==> config.mk <==
export PLATFORM = sky130hd
export DESIGN_NAME = weight_rd_agen
export DESIGN_NICKNAME = d
export VERILOG_FILES = /design/src/rtl/weight_rd_agen.sv
export SDC_FILE = /design/constraint.sdc
export NUM_CORES = 1
export LEC_CHECK = 0
export CORE_MARGIN = 4
export CORE_UTILIZATION = 42
export CTS_CLUSTER_DIAMETER = 150
export DETAILED_ROUTE_END_ITERATION = 10
export PLACE_DENSITY = 0.77
export SLEW_MARGIN = 15
export SYNTH_ARGS = -nofsm -noshare
export SYNTH_HDL_FRONTEND = slang
export SYNTH_SLANG_ARGS = --single-unit
==> constraint.sdc <==
create_clock -name i_clk -period 1.5 [get_ports i_clk]
set_input_delay 0.225 -clock i_clk [delete_from_list [all_inputs] [get_ports i_clk]]
set_output_delay 0.225 -clock i_clk [all_outputs]
set_load 0.02 [all_outputs]
==> src/rtl/weight_rd_agen.sv <==
// Weight-buffer read address generator: one BURST-beat read walk per start,
// rows advance per burst and the ping-pong bank group flips every ROWS bursts.
module weight_rd_agen #(
  parameter int unsigned ADDR_W = 15,
  parameter int unsigned LOW_W  = 8,
  parameter int unsigned NBANK  = 4,
  parameter int unsigned BURST  = 32,
  parameter int unsigned STEP   = 8,
  parameter int unsigned ROWS   = 128
) (
  input  logic                    i_clk,
  input  logic                    i_rst,
  input  logic                    i_start,
  input  logic                    i_dir,
  input  logic                    i_stall,
  output logic [NBANK-1:0]        o_bce,
  output logic [NBANK*ADDR_W-1:0] o_braddr,
  output logic                    o_busy,
  output logic                    o_done,
  output logic                    o_group
);

  localparam int unsigned ROW_W = ADDR_W - LOW_W;
  localparam int unsigned K_W   = $clog2(BURST + 1);
  localparam int unsigned HALF  = NBANK / 2;

  typedef enum logic {ST_IDLE, ST_RUN} state_t;

  state_t                  r_state;
  logic [ROW_W-1:0]        r_row;
  logic [K_W-1:0]          r_k;
  logic                    r_dir;
  logic                    r_group;
  logic                    r_busy;
  logic                    r_done;
  logic [NBANK-1:0]        r_bce;
  logic [NBANK*ADDR_W-1:0] r_braddr;

  logic                    w_idle;
  logic                    w_burst_end;
  logic                    w_issue;
  logic                    w_issue_dir;
  logic [K_W-1:0]          w_issue_k;
  logic [K_W-1:0]          w_kidx;
  logic [LOW_W-1:0]        w_low;
  logic [ADDR_W-1:0]       w_addr;
  logic [NBANK-1:0]        w_act;

  // r_k counts beats already issued; r_k==BURST means the walk is complete.
  assign w_idle      = (r_state == ST_IDLE);
  assign w_burst_end = (r_k == K_W'(BURST));
  assign w_issue     = w_idle ? i_start : (!i_stall && !w_burst_end);
  assign w_issue_dir = w_idle ? i_dir : r_dir;
  assign w_issue_k   = w_idle ? '0 : r_k;
  assign w_kidx      = w_issue_dir ? w_issue_k : (K_W'(BURST - 1) - w_issue_k);
  assign w_low       = LOW_W'(32'(w_kidx) * STEP);
  assign w_addr      = {r_row, w_low};

  // Lanes belonging to the active ping-pong group.
  always_comb begin
    w_act = '0;
    for (int unsigned i = 0; i < NBANK; i++) begin
      w_act[i] = ((i >= HALF) == r_group);
    end
  end

  always_ff @(posedge i_clk) begin
    if (i_rst) begin
      r_state  <= ST_IDLE;
      r_row    <= '0;
      r_k      <= '0;
      r_dir    <= 1'b0;
      r_group  <= 1'b0;
      r_busy   <= 1'b0;
      r_done   <= 1'b0;
      r_bce    <= '0;
      r_braddr <= '0;
    end else begin
      r_bce <= w_issue ? w_act : '0;
      if (w_issue) begin
        r_k <= w_issue_k + K_W'(1);
        for (int unsigned i = 0; i < NBANK; i++) begin
          if (w_act[i]) r_braddr[i*ADDR_W +: ADDR_W] <= w_addr;
        end
      end
      case (r_state)
        ST_IDLE: begin
          r_done <= 1'b0;
          if (i_start) begin
            r_state <= ST_RUN;
            r_busy  <= 1'b1;
            r_dir   <= i_dir;
          end
        end
        ST_RUN: begin
          if (!i_stall && w_burst_end) begin
            r_state <= ST_IDLE;
            r_busy  <= 1'b0;
            r_done  <= 1'b1;
            r_k     <= '0;
            if (r_row == ROW_W'(ROWS - 1)) begin
              r_row   <= '0;
              r_group <= !r_group;
            end else begin
              r_row <= r_row + ROW_W'(1);
            end
          end
        end
        default: r_state <= ST_IDLE;
      endcase
    end
  end

  assign o_bce    = r_bce;
  assign o_braddr = r_braddr;
  assign o_busy   = r_busy;
  assign o_done   = r_done;
  assign o_group  = r_group;

endmodule

## After elaboration in Yosys (flattened, before gate mapping)

Cells that the tools add are included.

| word-level totals | value |
|---|---|
| bits in registers | 69 |
| bits of input ports | 5 |
| output and inout bits | 67 |
| word-level logic and storage cells | 48 |

| operators by class | value |
|---|---|
| add/subtract/negate cells | 3 |
| eq/ne operators | 4 |
| multiplexer cells | 16 |
| bitwise gates (word level) | 3 |
| reductions and logical operators | 12 |

Operators by type and width:

| kind | count |
|---|---|
| $mux 6 | 4 |
| $reduce_and 2->1 | 5 |
| $add 7x1->7 const B | 1 |
| $eq 7x7->1 const B | 1 |
| $mux 1 | 7 |
| $mux 7 | 1 |
| $add 6x1->6 const B | 1 |
| $eq 6x6->1 const B | 1 |
| $pmux 1 s2 | 3 |
| $mux 5 | 1 |
| $sub 5x5->5 const A | 1 |
| $logic_not 1->1 | 3 |
| $not 1->1 | 3 |
| $reduce_and 3->1 | 1 |
| $logic_and 1x1->1 | 2 |
| $ne 2x1->1 const B | 1 |
| $ne 2x2->1 const B | 1 |
| $reduce_or 2->1 | 1 |

## Logic depth before layout (Yosys ltp)

| logic depth | value |
|---|---|
| depth after elaboration | 7 |
| depth in mapped cells | 7 |
| mapped depth without buffers | 4 |

## Worst setup path before layout

No wires, ideal clock.

| path | value |
|---|---|
| kind | flip-flop to flip-flop |
| from | register r_k[1] |
| to | register r_row[5] |
| setup time | 130 ps |
| arrival time | 1467 ps |
| required time | 1370 ps |
| slack | -96 ps |
| cell stages (with the launch flop) | 6 |
| buffers on the path | 1 |
| clock period less this slack | 1596 ps |
| cells stage by stage | dfxtp_1 buf_4 or4_4 nor4_4 xor2_1 nor3b_2 |

| on the way | value |
|---|---|
| word-level cells in the longest chain between the ends | 3 |

RTL lines:

| item | line | source |
|---|---|---|
| from (decl) | 31 | `logic [K_W-1:0] r_k;` |
| from (signal assigned) | 81 | `r_k <= w_issue_k + K_W'(1);` |
| $eq 6x6->1 | 51 | `assign w_burst_end = (r_k == K_W'(BURST));` |
| $logic_and 1x1->1 | 96 | `if (!i_stall && w_burst_end) begin` |
| $reduce_and 2->1 (no source line) | n/a |  |
| to (signal assigned) | 105 | `r_row <= r_row + ROW_W'(1);` |
| to (decl) | 30 | `logic [ROW_W-1:0] r_row;` |

Every way passes these cells.
A chain may end at the register's enable or synchronous reset.

## Final worst setup path

| path | value |
|---|---|
| from | register r_state |
| to | register r_row[5] |

| on the way | value |
|---|---|
| word-level cells in the longest chain between the ends | 1 |

RTL lines:

| item | line | source |
|---|---|---|
| from (decl) | 29 | `state_t r_state;` |
| from (signal assigned) | 69 | `r_state <= ST_IDLE;` |
| from (signal assigned) | 90 | `r_state <= ST_RUN;` |
| from (signal assigned) | 97 | `r_state <= ST_IDLE;` |
| $reduce_and 2->1 (no source line) | n/a |  |

Every way passes these cells.

==> flow_summary.ini <==
[run_status]
status = finished, violations left
failed_checks = negative setup slack

[cts]
cts_tree = yes
cts_buffer_depth = 2
ctsHoldBuffers = 0
clock_latency_ns = 0.31
cts_sinks = 44
cts-root-buf = clkbuf_8
clk_pin_slew_worst_paths_ns = 0.09
cts_buffers = 5
h-tree-depth = 2

[detailed_routing]
routed_wl_um = 6330
drtIter0Drc = 204
vias = 2168
routedWlPerCell_um = 15.7
ant_nets = 0
drc = 0
drtPass1Iterations = 4
routed_via_density = 5.39

[sta]
fin_ws_ns = -0.0993
setup_viol = 13
fin_crit_sh = 1.07
maxClockFrequency_mhz = 625
whs_ns = 0.462
slew_violations = 0
rsz0062_at_grt = yes
fin_skew_ns = 0.00562
hold_viol_final = 0
finalSetupTns_ns = -0.307
post-route-min-period_ns = 1.60

[logic_synthesis]
postSynthRegisterBits = 44
avgSynthCellArea_sq_um = 8.15
synthesis.instances = 278
synth_seq_area_share = 0.389
yosysUniqueCellTypes = 35
synth.most_common_cell = dfxtp_1
ys_dominant_reg_cell = dfxtp_1
yosys-top-cells-count = dfxtp_1 (44), buf_4 (41), a21oi_1 (36), nor3_1 (25)
synth_edf_count = 0
synthArstFlopShare = 0
synthTopCellsByArea = dfxtp_1 (39%), buf_4 (14%), a21oi_1 (8.0%)
ys_warn_count = 0
syn_area_sq_um = 2260
netlist.area_leader.share = 0.389
yosysTopAreaCell = dfxtp_1

[floorplan]
ioPinCount = 72
start_util = 0.438
die_w_um = 81.4
core_area_sq_um = 5170
die_h_um = 81.4
die_area_sq_um = 6630
num_rows = 26

[flow_run]
cap_violations = 0

[finish]
n_fill_cell = 436
area_delta_synth_final_pct = 45.4
diodes = 0
finish.instance_area_sq_um = 3290
drive_gt1_frac = 0.295
num-nets-final = 337

[global_routing]
grt_pass1_vias = 1925
use_met1 = 0.216
grt.busiest_layer = met2
grtUsageMet3 = 0.0471
grt_pass1_wl_um = 9230
grt_max_degree = 27
use_met2 = 0.312
grt.total_usage = 0.181
antenna_found_initial = 0
grt_overflow_total = 0

[pwr]
p_leak_nw = 1.56
cellPowerDensity_nw_per_um2 = 771
power_mw = 2.54
ir_drop_v = 0.000485

[critical_path]
required_ns = 1.74
cp-end-kind = flip-flop
worstPathArrival_ns = 1.84
ff2ff_path_depth = 4
crit_type = flip-flop to flip-flop
cp-start-kind = flip-flop
crit_path_max_fanout = 3

[min_path]
worstHoldPathCells = 2
hold_class = flip-flop to flip-flop

[place]
gp_congestion = 0.880
dpl.hpwl_um = 3980
placed_area_sq_um = 2870
place.port_buffers = 59
-- power by group --
part	leakage, nW	switching (mW)	internal [mW]
Combinational	1.15	0.234	0.153
Clock	0.0548	0.436	0.502
Sequential	0.359	0.0240	1.19
Total	1.56	0.693	1.85
-- cells in the final DEF (no fill, tap or decap), drive strengths merged --
cell type	count
nor3	25
nor2	12
bufinv	1
nor3b	5
o21ai	20
nor4	2
or4bb	1
and3	2
nand3b	2
clkdlybuf4s50	3
nand4	3
a41o	1
a21o	5
or3	4
ha	1
o211ai	1
clkinvlp	1
dlygate4sd2	44
or2	2
buf	32
nand2	11
a21oi	36
or4	1
dfxtp	44
dlymetal6s2s	12
xnor2	8
nand4b	1
nand2b	2
inv	3
a31oi	2
clkbuf	7
conb	12
nand3	20
nor2b	4
xor2	2
-- worst max-delay path, stage by stage (launching register included) --
cell	delay [ns]
dfxtp_2	0.34
or4bb_4	0.58
nor4_4	0.29
xor2_1	0.16
nor3b_2	0.17
-- logic make-up (layout without fill, tap and decap cells) --
kind of cell    after synthesis  in the layout  share of synthesized area
flops                        44             44                      0.389
buf+inv                      60            103                      0.173
compound gates               65             65                      0.154
xor+xnor                     10             10                     0.0387
other cells                   1             12                    0.00166
simple gates                 97             97                      0.239
fa+ha+maj                     1              1                    0.00552
-- registers in the layout, indices dropped and copies added (netlist names) --
signal,cells
o_bce,2
o_braddr,24
o_busy,1
o_done,1
o_group,1
r_dir,1
r_k,6
r_row,7
r_state,1
-- stage by stage --
| step | worst slack [ns] | utilization | std cells |
|---|---|---|---|
| floorplan | -0.0185 | - | 289 |
| global placement | -0.401 | 0.555 | 389 |
| detailed placement | -0.427 | 0.555 | 389 |
| CTS | -0.0883 | 0.576 | 399 |
| global route | -0.175 | 0.637 | 402 |
| finish | -0.0993 | 0.637 | 402 |
-- layout make-up --
type	instances	area, sq um	area share
Multi-Input combinational cell	185	1290	0.391
Timing Repair Buffer	93	907	0.275
Sequential cell	44	890	0.270
Tap cell	70	87.6	0.0266
Clock buffer	5	68.8	0.0209
Clock inverter	3	46.3	0.0141
Inverter	2	7.51	0.00228
-- worst paths after layout --
kind / slack, ns / endpoint / startpoint
max: -0.1 / r_row[5]$_SDFFE_PP0P_ / r_state$_SDFF_PP0_
min: 0.46 / o_done$_SDFFE_PP0P_ / o_done$_SDFFE_PP0P_
max reg2reg: -0.1 / r_row[5]$_SDFFE_PP0P_ / r_state$_SDFF_PP0_
min reg2reg: 0.46 / o_done$_SDFFE_PP0P_ / o_done$_SDFFE_PP0P_
-- routing by layer --
| metal | vias up | share of wire |
|---|---|---|
| met3 | 8 | 0.077 |
| met2 | 93 | 0.52 |
| met1 | 1034 | 0.39 |
| met4 | 0 | 0.0092 |
| li1 | 1033 | - |
| met5 | - | 0 |
-- timing repair --
item	CTS	global route
setup endpoints to repair	70	45
resized for setup	57	80
pin swaps	2	36
gates cloned	2	3
buffers inserted	0	0
endpoints found under the hold margin	0	0
(Power assumes the default switching activity.)
==> patch 1: new RTL, config.mk and constraints unchanged <==
`BURST`: 32 -> 64.
--- a/src/rtl/weight_rd_agen.sv
+++ b/src/rtl/weight_rd_agen.sv
@@ -4,7 +4,7 @@
   parameter int unsigned ADDR_W = 15,
   parameter int unsigned LOW_W  = 8,
   parameter int unsigned NBANK  = 4,
-  parameter int unsigned BURST  = 32,
+  parameter int unsigned BURST  = 64,
   parameter int unsigned STEP   = 8,
   parameter int unsigned ROWS   = 128
 ) (
Check against the original RTL: same outputs for any inputs over 10 cycles, from zero or initial values and one cycle with i_rst high; that may be too few to reach the edited logic, so the function may still have changed.
==> patch 1 against the original RTL <==
  * The run still ends with setup timing left
  * Combinational power is 7.8% lower
  * Design area increased by 2.9%
  * Wire length down 11%
  * Total power down 1.9%
  * Die area up 3.8%
  * Synthesized cell count decreased by 7.2%
  * Worst setup slack better by 0.044 ns
  * Sequential cell count rose by 1
  * Final cell count down 1.0%
  * Largest power group unchanged
  * Core utilization shrank 1.8 points
  * Area after synthesis increased by 4.2%
==> patch 1: results (changes against the original RTL) <==
Finish
  • Synthesis-to-layout area growth: 43.6% (was 45.4%)
  • Seq_cells: 45 (was 44)
  • Multi-In Gates: 170 (was 185)
  • Nets: 333 (was 337)
  • Final non-clock buffer share: 30.2% (was 27.5%)
  • Number of signal-net inverters in the final layout: 0 (was 2)
  • Multi-input combinational area share: 37.2% (was 39.1%)
  • Non-clock buffer count: 104 (was 93)

Worst setup path
  • CP startpoint: r_k[0]$_SDFF_PP0_ (was r_state$_SDFF_PP0_)
  • RR Startpoint: r_k[0]$_SDFF_PP0_ (was r_state$_SDFF_PP0_)
  • Worst-path fanout max: 5 (was 3)
  • Reg-to-Reg End: r_row[0]$_SDFFE_PP0P_ (was r_row[5]$_SDFFE_PP0P_)
  • Worst path arrival time: 1.78 ns (was 1.84 ns)

Synthesis
  • Cell Area, Synth: 2360 µm² (was 2260 µm²)
  • Ranking of synthesized cells by area: dfxtp_1, buf_4, mux2i_1 (was dfxtp_1, buf_4, a21oi_1)

STA
  • Clock Skew: 0.00396 ns (was 0.00562 ns)
  • Hold_ws: 0.468 ns (was 0.462 ns)
  • Total negative slack: -0.149 ns (was -0.307 ns)
  • Final setup margin: -0.0555 ns (was -0.0993 ns)
  • Finish-stage setup viols: 6 (was 13)

Detailed routing
  • DRT iter0 DRCs: 87 (was 204)
  • Wl on met1: 2470 µm (about the same)
  • Wire length on met2: 2800 µm (was 3320 µm)
  • Total Wirelength: 5640 µm (was 6330 µm)

Placed design
  • Pre-CTS setup slack: -0.367 ns (was -0.427 ns)
  • Placer Congestion: 0.895 (was 0.880)

Outcome
  • Status: finished with violations (unchanged)
  • Failing checks: setup timing (unchanged)

Global routing
  • GR Layer Usage met2: 25.7% (was 31.2%)
  • Routing usage on met3: 3.17% (was 4.71%)
  • Met1 track demand over resource: 17.9% (was 21.6%)

CTS
  • Post-cts sizing count: 36 (was 57)
-- patch 1: cell count changes after synthesis, moves of 4 or more --
cell	change
o21ai_0	-15
a21oi_1	-20
nand3_1	-12
a21o_1	-5
mux2i_1	+24
or4_1	+5
nor3b_1	-4
nand2b_1	+31
nor3_1	-24
-- patch 1: worst max-delay path, cell delays in order, from the launching register on --
cell      delay (ns)
dfxtp_4         0.36
nor4b_4         0.26
buf_4           0.19
buf_6           0.10
and3_4          0.21
buf_4           0.13
nand3b_1        0.09
a21oi_2         0.14
-- patch 1: worst max path at each step --
| stage | end | slack (ns) | cells after the start |
|---|---|---|---|
| detailed placement | o_braddr[28]$_SDFFE_PP0P_ | -0.37 | 5 |
| floorplan | r_k[6]$_SDFF_PP0_ | -0.05 | 7 |
| global route | r_row[0]$_SDFFE_PP0P_ | -0.09 | 7 |
| global placement | o_braddr[28]$_SDFFE_PP0P_ | -0.31 | 5 |
| finish | r_row[0]$_SDFFE_PP0P_ | -0.06 | 7 |
| CTS | r_row[3]$_SDFFE_PP0P_ | -0.06 | 4 |
-- patch 1: cells by family (layout without fill, tap and decap cells) --
| kind of cell | after synthesis | in the layout | synth area share (%) |
|---|---|---|---|
| AO/OA/AOI/OAI | 39 | 39 | 10.4 |
| XOR/XNOR | 5 | 5 | 1.86 |
| buffers and inverters | 54 | 111 | 15.5 |
| AND/OR/NAND/NOR | 87 | 87 | 22.2 |
| flip-flops | 45 | 45 | 38.2 |
| multiplexers | 25 | 25 | 10.7 |
| other | 1 | 12 | 0.159 |
| adder cells (fa/ha/maj) | 2 | 2 | 1.06 |
-- patch 1: power breakdown --
part | internal, mW | switching (mW)
combinational | 0.167 | 0.189
sequential | 1.22 | 0.0263
clock | 0.484 | 0.406
total | 1.87 | 0.622
==> patch 2: new RTL, config.mk and constraints unchanged <==
Without the edit above. Make the reset (`i_rst`) asynchronous in one clocked block.
--- a/src/rtl/weight_rd_agen.sv
+++ b/src/rtl/weight_rd_agen.sv
@@ -64,7 +64,7 @@
     end
   end
 
-  always_ff @(posedge i_clk) begin
+  always_ff @(posedge i_clk or posedge i_rst) begin
     if (i_rst) begin
       r_state  <= ST_IDLE;
       r_row    <= '0;
Function: differs if i_rst is asserted again (counterexample within 4 cycles, from zero or initial values and one cycle with i_rst high); with i_rst held inactive, the same outputs for 10 cycles.
==> patch 2 against the original RTL <==
  * Sequential cell count did not move
  * Synthesized cell count fell by 30%
  * Worst setup slack got worse by 0.18 ns
  * Maximum frequency fell by 10%
  * Wire length fell by 24%
  * Area after synthesis rose by 1.6%
  * The flow still finishes with violations (setup timing)
  * Non-clock buffer count fell by 5
  * Design area fell by 4.7%
Power is not compared: it rests on default switching activity, and its combinational part moved more than twofold at a synthesized area within 25%.
==> patch 2: results (changes against the original RTL) <==
Placed design
  • HPWL after DPL: 3220 µm (was 3980 µm)
  • Placer Congestion: 0.783 (was 0.880)

Global routing
  • Largest net degree at the start of global routing: 45 (was 27)
  • GR Layer Usage met2: 23.2% (was 31.2%)
  • First-pass GRT wire length: 7530 µm (was 9230 µm)
  • Met1 track demand over resource: 20.0% (was 21.6%)
  • Tot GR Track Use: 14.7% (was 18.1%)
  • Vias in the first global route: 1485 (was 1925)
  • Routing usage on met3: 2.85% (was 4.71%)

Worst setup path
  • Slowest-stage cell, CP: dfrtp_1 (was or4bb_4)
  • Worst path arrival time: 1.96 ns (was 1.84 ns)
  • Critical path endpoint: o_braddr[18]$_DFFE_PP0P_ (was r_row[5]$_SDFFE_PP0P_)
  • Reg2Reg Depth: 6 (was 4)
  • Crit path largest cell delay: 0.42 ns (was 0.58 ns)
  • RR Startpoint: r_k[3]$_DFF_PP0_ (was r_state$_SDFF_PP0_)
  • Worst-path fanout max: 5 (was 3)
  • Worst R2R Setup Slack: -0.28 ns (was -0.1 ns)

Finish
  • Number of flip-flops in the largest register: 24 (unchanged)
  • Fraction of layout cells with a size suffix above 1: 29.5% (about the same)
  • Nets: 259 (was 337)
  • Fill count: 424 (was 436)

STA
  • Clock Skew: 0.0109 ns (was 0.00562 ns)
  • Finish-stage setup viols: 28 (was 13)
  • Final setup margin: -0.284 ns (was -0.0993 ns)

Detailed routing
  • DRT iter0 DRCs: 105 (was 204)
  • Wl on met1: 2140 µm (was 2470 µm)
  • Wire length on met3: 256 µm (was 485 µm)
  • Total Wirelength: 4780 µm (was 6330 µm)
  • Via density: 4.73 (was 5.39)
  • Wire length on met2: 2320 µm (was 3320 µm)

CTS
  • Clock buffer depth: 2 (unchanged)
  • Worst-Skew Late Latency: 0.29 ns (was 0.31 ns)

Synthesis
  • Ranking of synthesized cells by area: dfrtp_1, buf_4, mux2_2 (was dfxtp_1, buf_4, a21oi_1)
  • Library cells used by synthesis: 36 (was 35)
  • Seq/Total Area, Yosys: 47.9% (was 38.9%)
  • Post-synth ARST share: 100% (was 0%)
  • Top_reg_cell synth: dfrtp_1 (was dfxtp_1)
  • Commonest cells post-synth: dfrtp_1, buf_4, mux2_2 (was dfxtp_1, buf_4, a21oi_1)

Outcome
  • Failing checks: setup timing (unchanged)
  • Status: finished with violations (unchanged)

Min path
  • Type of the tightest min-delay check: in2async (was reg2reg)
[patch 2: cell types whose count changed in the layout (fill, tap and decap cells not counted), moves of 13 or more]
cell | before | now
nor3_1 | 13 | 0
nand3_1 | 20 | 4
dfxtp_1 | 41 | 0
o21ai_2 | 13 | 0
a21oi_1 | 26 | 1
mux2_4 | 0 | 21
dfrtp_1 | 0 | 44
[patch 2: final cells by class]
class | count | area share (%)
clock buffers | 5 | 2.19
clock inverters | 3 | 1.48
inverters | 2 | 0.239
multi-input cells | 112 | 31.0
flip-flops and latches | 44 | 35.1
well taps | 70 | 2.79
repair buffers | 88 | 27.2
[patch 2: critical path: cells and delay by family (launching register included)]
family | cells | cell delay [ns]
flip-flops | 1 | 0.42
AO/OA/AOI/OAI | 2 | 0.35
AND/OR/NAND/NOR | 1 | 0.33
buffers and inverters | 2 | 0.29
multiplexers | 1 | 0.29
[patch 2: metrics by stage]
step	area (µm²)	hold slack, ns	TNS [ns]	std cells	worst slack, ns
floorplan	2340	0.377	-3.42	206	-0.199
global placement	2860	0.472	-11.75	308	-0.516
detailed placement	2860	0.471	-13.12	308	-0.573
CTS	3060	0.280	-5.49	322	-0.267
global route	3140	0.285	-7.87	324	-0.341
finish	3140	0.269	-6.27	324	-0.284
[patch 2: repair_timing]
item                       4_1_cts  5_1_grt
setup endpoints to repair       70       52
resized for setup               62       22
gates cloned                     0        0
pin swaps                        5        6
buffers inserted                 6        3
[patch 2: cell families after synthesis]
family	after synthesis	share of synthesized area (%)
multiplexers	26	14.1
AO/OA/AOI/OAI	19	6.63
AND/OR/NAND/NOR	41	9.84
XOR/XNOR	13	4.95
adder cells (fa/ha/maj)	1	0.544
buffers and inverters	50	15.9
flip-flops	44	47.9
other	1	0.163
